## config.mk

```make
export PLATFORM = sky130hd
export DESIGN_NAME = shared_timer_arbiter
export DESIGN_NICKNAME = d
export VERILOG_FILES = /design/src/rtl/shared_timer_arbiter.sv
export SDC_FILE = /design/constraint.sdc
export NUM_CORES = 1
export LEC_CHECK = 0
export ABC_AREA = 1
export CAP_MARGIN = 20
export CORE_MARGIN = 2
export CORE_UTILIZATION = 47
export DETAILED_ROUTE_END_ITERATION = 10
export PLACE_DENSITY = 0.77
export REMOVE_ABC_BUFFERS = 1
export SLEW_MARGIN = 40
export SYNTH_ARGS = -nofsm -noshare
export SYNTH_HDL_FRONTEND = slang
export SYNTH_SLANG_ARGS = --single-unit
```

## constraint.sdc

```tcl
create_clock -name clk -period 2.22 [get_ports clk]
set_input_delay 0.444 -clock clk [delete_from_list [all_inputs] [get_ports clk]]
set_output_delay 0.444 -clock clk [all_outputs]
set_load 0.05 [all_outputs]
```

## src/rtl/shared_timer_arbiter.sv

```systemverilog
// Round-robin arbiter sharing one down-counting delay timer among NREQ requesters.
// Optional build macro SHARED_TIMER_FIXED_PRIO_EN selects fixed lowest-index priority instead.
module shared_timer_arbiter #(
  parameter int NREQ = 4,
  parameter int SIZE = 8
) (
  input  logic                 clk,
  input  logic                 rst,
  input  logic [NREQ-1:0]      req,
  input  logic [NREQ*SIZE-1:0] len,
  input  logic                 hold,
  output logic [NREQ-1:0]      grant,
  output logic [NREQ-1:0]      done,
  output logic                 busy,
  output logic [SIZE-1:0]      count
);

  localparam int IDX_W = (NREQ > 1) ? $clog2(NREQ) : 1;

  typedef enum logic [1:0] {IDLE, RUN, DONE} state_t;

  state_t            state_q, state_d;
  logic [NREQ-1:0]   grant_q, grant_d;
  logic [NREQ-1:0]   done_q, done_d;
  logic [SIZE-1:0]   count_q, count_d;
  logic [IDX_W-1:0]  ptr_q, ptr_d;
  logic [IDX_W-1:0]  owner_q, owner_d;

  logic              pick_valid;
  logic [IDX_W-1:0]  pick_idx;
  logic [IDX_W-1:0]  cand;
  logic [SIZE-1:0]   pick_len;
  logic [NREQ-1:0]   pick_onehot;

  // Winner search; later loop iterations overwrite earlier ones, so the
  // loops run from least to most preferred candidate.
  always_comb begin
    pick_valid = 1'b0;
    pick_idx   = '0;
    cand       = '0;
`ifdef SHARED_TIMER_FIXED_PRIO_EN
    for (int i = NREQ - 1; i >= 0; i--) begin
      if (req[i]) begin
        pick_valid = 1'b1;
        pick_idx   = IDX_W'(i);
      end
    end
`else
    for (int k = NREQ; k >= 1; k--) begin
      cand = IDX_W'((int'(ptr_q) + k) % NREQ);
      if (req[cand]) begin
        pick_valid = 1'b1;
        pick_idx   = cand;
      end
    end
`endif
  end

`ifdef SHARED_TIMER_FIXED_PRIO_EN
  logic unused_ptr;
  assign unused_ptr = ^{ptr_q, cand};
`endif

  assign pick_len    = len[pick_idx*SIZE +: SIZE];
  assign pick_onehot = {{(NREQ-1){1'b0}}, 1'b1} << pick_idx;

  always_comb begin
    state_d = state_q;
    grant_d = grant_q;
    done_d  = '0;
    count_d = count_q;
    ptr_d   = ptr_q;
    owner_d = owner_q;
    case (state_q)
      IDLE: begin
        if (pick_valid) begin
          state_d = RUN;
          owner_d = pick_idx;
          grant_d = pick_onehot;
          count_d = pick_len;
        end
      end
      RUN: begin
        // Owner dropping its request kills the job silently.
        if (!req[owner_q]) begin
          state_d = IDLE;
          grant_d = '0;
          count_d = '0;
          ptr_d   = owner_q;
        end else if (hold) begin
          count_d = count_q;
        end else if (count_q == '0) begin
          state_d = DONE;
          done_d  = grant_q;
        end else begin
          count_d = count_q - 1'b1;
        end
      end
      DONE: begin
        state_d = IDLE;
        grant_d = '0;
        ptr_d   = owner_q;
      end
      default: begin
        state_d = IDLE;
        grant_d = '0;
      end
    endcase
  end

  always_ff @(posedge clk) begin
    if (rst) begin
      state_q <= IDLE;
      grant_q <= '0;
      done_q  <= '0;
      count_q <= '0;
      ptr_q   <= IDX_W'(NREQ - 1);
      owner_q <= '0;
    end else begin
      state_q <= state_d;
      grant_q <= grant_d;
      done_q  <= done_d;
      count_q <= count_d;
      ptr_q   <= ptr_d;
      owner_q <= owner_d;
    end
  end

  assign grant = grant_q;
  assign done  = done_q;
  assign count = count_q;
  assign busy  = (state_q != IDLE);

endmodule

```

* Word level (Yosys, flattened, before mapping) *
Index checks and enable logic that the tools add are counted.
Widths: inputs -> output; s select.

storage, ports and cells
  memory bits (writable) = 0
  bits in read-only memories = 0
  output and inout bits = 17
  logic and storage cells = 72
  register bits after elaboration = 22
  input bits = 39
  latch bits = 0
  memories = 0

cells by class
  $mul = 0
  eq/ne operators = 7
  bitwise logic cells = 3
  muxes and demuxes = 33
  add/subtract/negate cells = 5
  magnitude comparators = 5
  shift operators = 2
  divide/modulo/power cells = 0
  reduce and logical (&&, ||, !) cells = 11

operators by type and width
  operator             number
  $mux 8               4
  $shiftx 32x6->8      1
  $mux 2               9
  $pmux 8 s2           1
  $lt 2x3->1 const B   5
  $bmux 1 s2           5
  $mux 1               9
  $ne 3x3->1 const B   3
  $logic_not 8->1      1
  $mux 4               2
  $pmux 2 s2           2
  $pmux 4 s2           1
  $sub 8x1->8 const B  1
  $reduce_and 2->1     3
  $reduce_bool 2->1    3
  $reduce_or 5->1      1
  $add 2x1->2 const B  2
  $add 2x2->2 const B  2
  $ne 2x2->1 const B   2
  $reduce_and 4->1     1
  $shl 1x2->4 const A  1
  $not 1->1            3
  $reduce_and 3->1     1
  $eq 2x1->1 const B   1
  2 further kinds      2

* Depth between registers and ports, before layout *
  word-level depth = 10
  depth in mapped cells = 17
  mapped depth without buffers = 15

* Worst setup path after synthesis *
Ideal clock, no wire load.

  kind = flip-flop to flip-flop
  from = reg count_q[0] (netlist: count[0])
  to = reg count_q[0] (netlist: count[0])
  period minus slack after synthesis = 1.879 ns
  required time = 2.104 ns
  library setup time = 0.116 ns
  path slack = 0.341 ns
  data arrival time = 1.763 ns
  stages on the path, launching flop included = 10
  cell sequence = dfxtp_1 -> inv_1 -> ha_1 -> nand4_1 -> nor4_1 -> nand3_1 -> nand4_2 -> buf_4 -> nor2_1 -> a21oi_2

on the way
  longest elaborated chain between the ends = 5

RTL lines
  item                    line  source
  start, declared         25    logic [SIZE-1:0] count_q, count_d;
  start signal, assigned  123   count_q <= count_d;
  $sub 8x1->8             96    count_d = count_q - 1'b1;
  $mux 8                  92    end else if (count_q == '0) begin
  $mux 8                  90    end else if (hold) begin
  $mux 8                  85    if (!req[owner_q]) begin
  $pmux 8 s2              74    case (state_q)

Parallel ways exist; a longest one is shown, timed or not. The select of a mux whose other input is x is not followed.
A chain may end at the register's enable or synchronous reset.

* Final worst setup path *
  from = reg state_q[0]
  to = out busy

on the way
  longest elaborated chain between the ends = 1

RTL lines
  item                    line  source
  start, declared         22    state_t state_q, state_d;
  start signal, assigned  120   state_q <= state_d;
  $reduce_bool 2->1       132   assign busy = (state_q != IDLE);
  end, declared           14    output logic busy,

No other way between the ends.

==> results by group <==
Logic synthesis
  – Sequential share of the synthesized area: 0.251
  – Post-Synthesis Cell Area: 1750 um2
  – YS warnings: 0
  – Register bit total from synthesis: 22
  – Post-synth cell types: 33
  – Yosys top cell by area: dfxtp_1
  – Cells after Synth: 284
  – Synth top area share: 0.251
  – Post-Syn Area per Cell: 6.17 um2
  – Synth top area cells: dfxtp_1 25%, nand2_1 21%, nand3_1 8.3%

Power and ir drop
  – PwrDens: 1490 nW/um2
  – Pleak: 1.14 nW
  – Max VDD drop: 0.708 mV
  – Psw: 1.89 mW
  – Combinational power share: 0.716
  – Flop pwr share: 0.180
  – Clock network fraction of total power: 0.104
  – Int Power: 1.74 mW
  – Tot Pwr: 3.63 mW
  – Sw Share: 0.521

Place
  – Port bufs: 55
  – Placed inst area: 2370 um2
  – Hpwl dp: 3340 um
  – Dpl ws: -0.0793 ns
  – Placed cell count: 385
  – Routability congestion estimate: 0.908

Route
  – Drt total wl: 4190 um
  – Via count: 1902
  – Wire per inst: 10.8 um
  – Initial DRC Count: 108
  – # DRC: 0
  – Via/cell ratio: 4.89
  – TritonRoute pass-1 iters: 4
  – Antenna Nets Post-Route: 0

Global routing
  – GRT overflow: 0
  – Largest net degree at the start of global routing: 19
  – Total GRT Usage: 0.216
  – Initial antenna violation count: 0
  – Vias in the first global route: 1722
  – First-pass GRT wire length: 7380 um

Worst setup path
  – Worst reg-to-reg path cell count: 13
  – Worst-path cell chain: nor2_1 > inv_1 > clkdlybuf4s50_1
  – Startpoint Class: flip-flop
  – Worst path slowest cell: clkdlybuf4s50_1
  – Crit-path max cell delay: 0.79 ns
  – WP data arrival: 1.64 ns
  – RR Startpoint: ptr_q[0]
  – FF-to-FF End: count[6]
  – Worst EP required: 1.78 ns
  – Crit. End Element: primary output
  – Reg2Reg Setup Slack: 0.26 ns
  – Critical setup path kind: reg2out
  – Max FO, Critical Path: 5

Floorplanning
  – IO Count: 56
  – Width of the die: 65.1 um
  – Die area: 4230 um2
  – Die Span Y: 65.1 um
  – Core area: 3630 um2
  – Row cnt: 22
  – Initial core utilization: 0.482

Run status
  – Status: complete, no violations

STA
  – Fmax: 481 MHz
  – Final Hold Fails: 0
  – Crit path time final: 2.08 ns
  – RSZ-0062 raised after global routing: no
  – Slew @ Worst Pin: 0.558 ns
  – Relative max-transition margin: 0.624
  – Slew Limit Fails: 0
  – Setup violators final: 0
  – Clock skew: 0.000799 ns
  – Final hold slack: 0.443 ns
  – Worst setup margin: 0.140 ns
  – Setup TNS Final: 0 ns
  – Final worst path period share: 0.937

Worst hold path
  – Min-delay src: grant[1]
  – Min-Delay Path Class: reg2reg
  – Worst hold path depth: 2
  – Hold EP: done[1]

Clocking
  – Post-CTS Resized: 0
  – Reg clk slew, reported paths: 0.08 ns
  – # clock sinks: 22
  – CTS H-Tree Depth: 1
  – TritonCTS Buffers: 3
  – Post-CTS setup repair buffer count: 0
  – Clock Path Buffers: 2
  – Clk Latency, worst-skew pair: 0.27 ns
  – Hold_buf cts: 0
  – Root Buffer: clkbuf_8
  – TritonCTS clock tree: built

Layout
  – Synth-to-Final Area Change: 39.1%
  – Ant. Diodes: 0
  – Non-Filler Instances: 389
  – Share of cells above drive strength 1: 0.147
  – Fin nets: 383
  – Commonest non-fill, non-tap cell in the layout: nand2_1
  – Fillers: 360
  – Register area: 440 um2
  – Multi-input logic area: 1110 um2
  – Post-route cell area: 2440 um2
  – Commonest non-fill, non-tap cells in the layout: 100 x nand2_1, 55 x clkdlybuf4s50_1, 29 x nand3_1, 24 x inv_1, 23 x nor2_1
  – Final core utilization: 0.671

Run
  – Max Cap Violations: 0
[layer usage]
metal / part of all wire / up-vias / global-route usage
met5: 0 / - / 0
met4: 0.018 / 0 / 0.0703
met3: 0.045 / 7 / 0.0156
met2: 0.46 / 56 / 0.367
met1: 0.48 / 833 / 0.291
li1: - / 1006 / -
[Yosys cell counts]
| library cell | count |
|---|---|
| nand2_1 | 100 |
| xnor2_1 | 1 |
| xor2_1 | 4 |
| buf_6 | 2 |
| nand3_1 | 29 |
| clkbuf_1 | 3 |
| nand2_8 | 1 |
| buf_2 | 1 |
| or2_1 | 1 |
| ha_1 | 2 |
| nand3b_1 | 1 |
| buf_4 | 3 |
| nor4_1 | 2 |
| inv_8 | 1 |
| o21ai_1 | 1 |
| nor2_1 | 23 |
| dfxtp_1 | 22 |
| o211ai_1 | 1 |
| and2_1 | 1 |
| buf_12 | 1 |
| nand4_1 | 2 |
| nor3_1 | 5 |
| nand2_4 | 2 |
| o21ai_0 | 5 |
| a21oi_2 | 8 |
| nand4_2 | 1 |
| a21oi_1 | 11 |
| inv_2 | 4 |
| nand2_2 | 18 |
| o21bai_1 | 1 |
| nand3_4 | 1 |
| inv_1 | 24 |
| nor2_2 | 2 |
[flip-flops by register name, summed over array words and instances, names as in the netlist]
name / flops
grant: 4
state_q: 2
owner_q: 2
count: 8
ptr_q: 2
done: 4
[critical path, delay by kind of cell, from the launching register on]
kind,cells,cell delay (ns)
DFF,1,0.41
and+or+nand+nor,1,0.11
buffers and inverters,2,0.85
[kinds of logic (layout without fill, tap and decap cells)]
kind of cell / Yosys count / count (layout) / synth area share
adder cells (fa/ha/maj): 2 / 2 / 0.0143
XOR/XNOR: 5 / 5 / 0.0250
flip-flops: 22 / 22 / 0.251
AND/OR/NAND/NOR: 189 / 189 / 0.499
AO/OA/AOI/OAI: 27 / 27 / 0.0971
buffers and inverters: 39 / 96 / 0.113
[worst max-delay path by stage]
stage                           from        to  slack [ns]
final                     state_q[0]      busy        0.14
after global routing          req[1]  count[6]        0.01
after CTS                 state_q[0]      busy        0.14
after detailed placement      req[3]  count[6]       -0.08
after global placement        req[1]  count[1]       -0.02
after floorplan             count[0]  count[0]        0.34
[power groups by stage]
stage / registers (mW) / clock network [mW] / logic (mW)
finish: 0.654 / 0.377 / 2.60
CTS: 0.651 / 0.380 / 2.61
detailed placement: 0.660 / 0 / 2.59
floorplan: 0.906 / 0 / 1.59
global route: 0.675 / 0.398 / 2.91
global placement: 0.660 / 0 / 2.57
[area by class of cell]
class                      instances  area share
timing repair buffer              63       0.261
tap                               48      0.0246
multi-input combinational        223       0.457
inverter                          29      0.0477
clock buffer                       3      0.0169
clock inverter                     1      0.0123
sequential                        22       0.181
No activity file was read; power rests on OpenSTA's default activity.
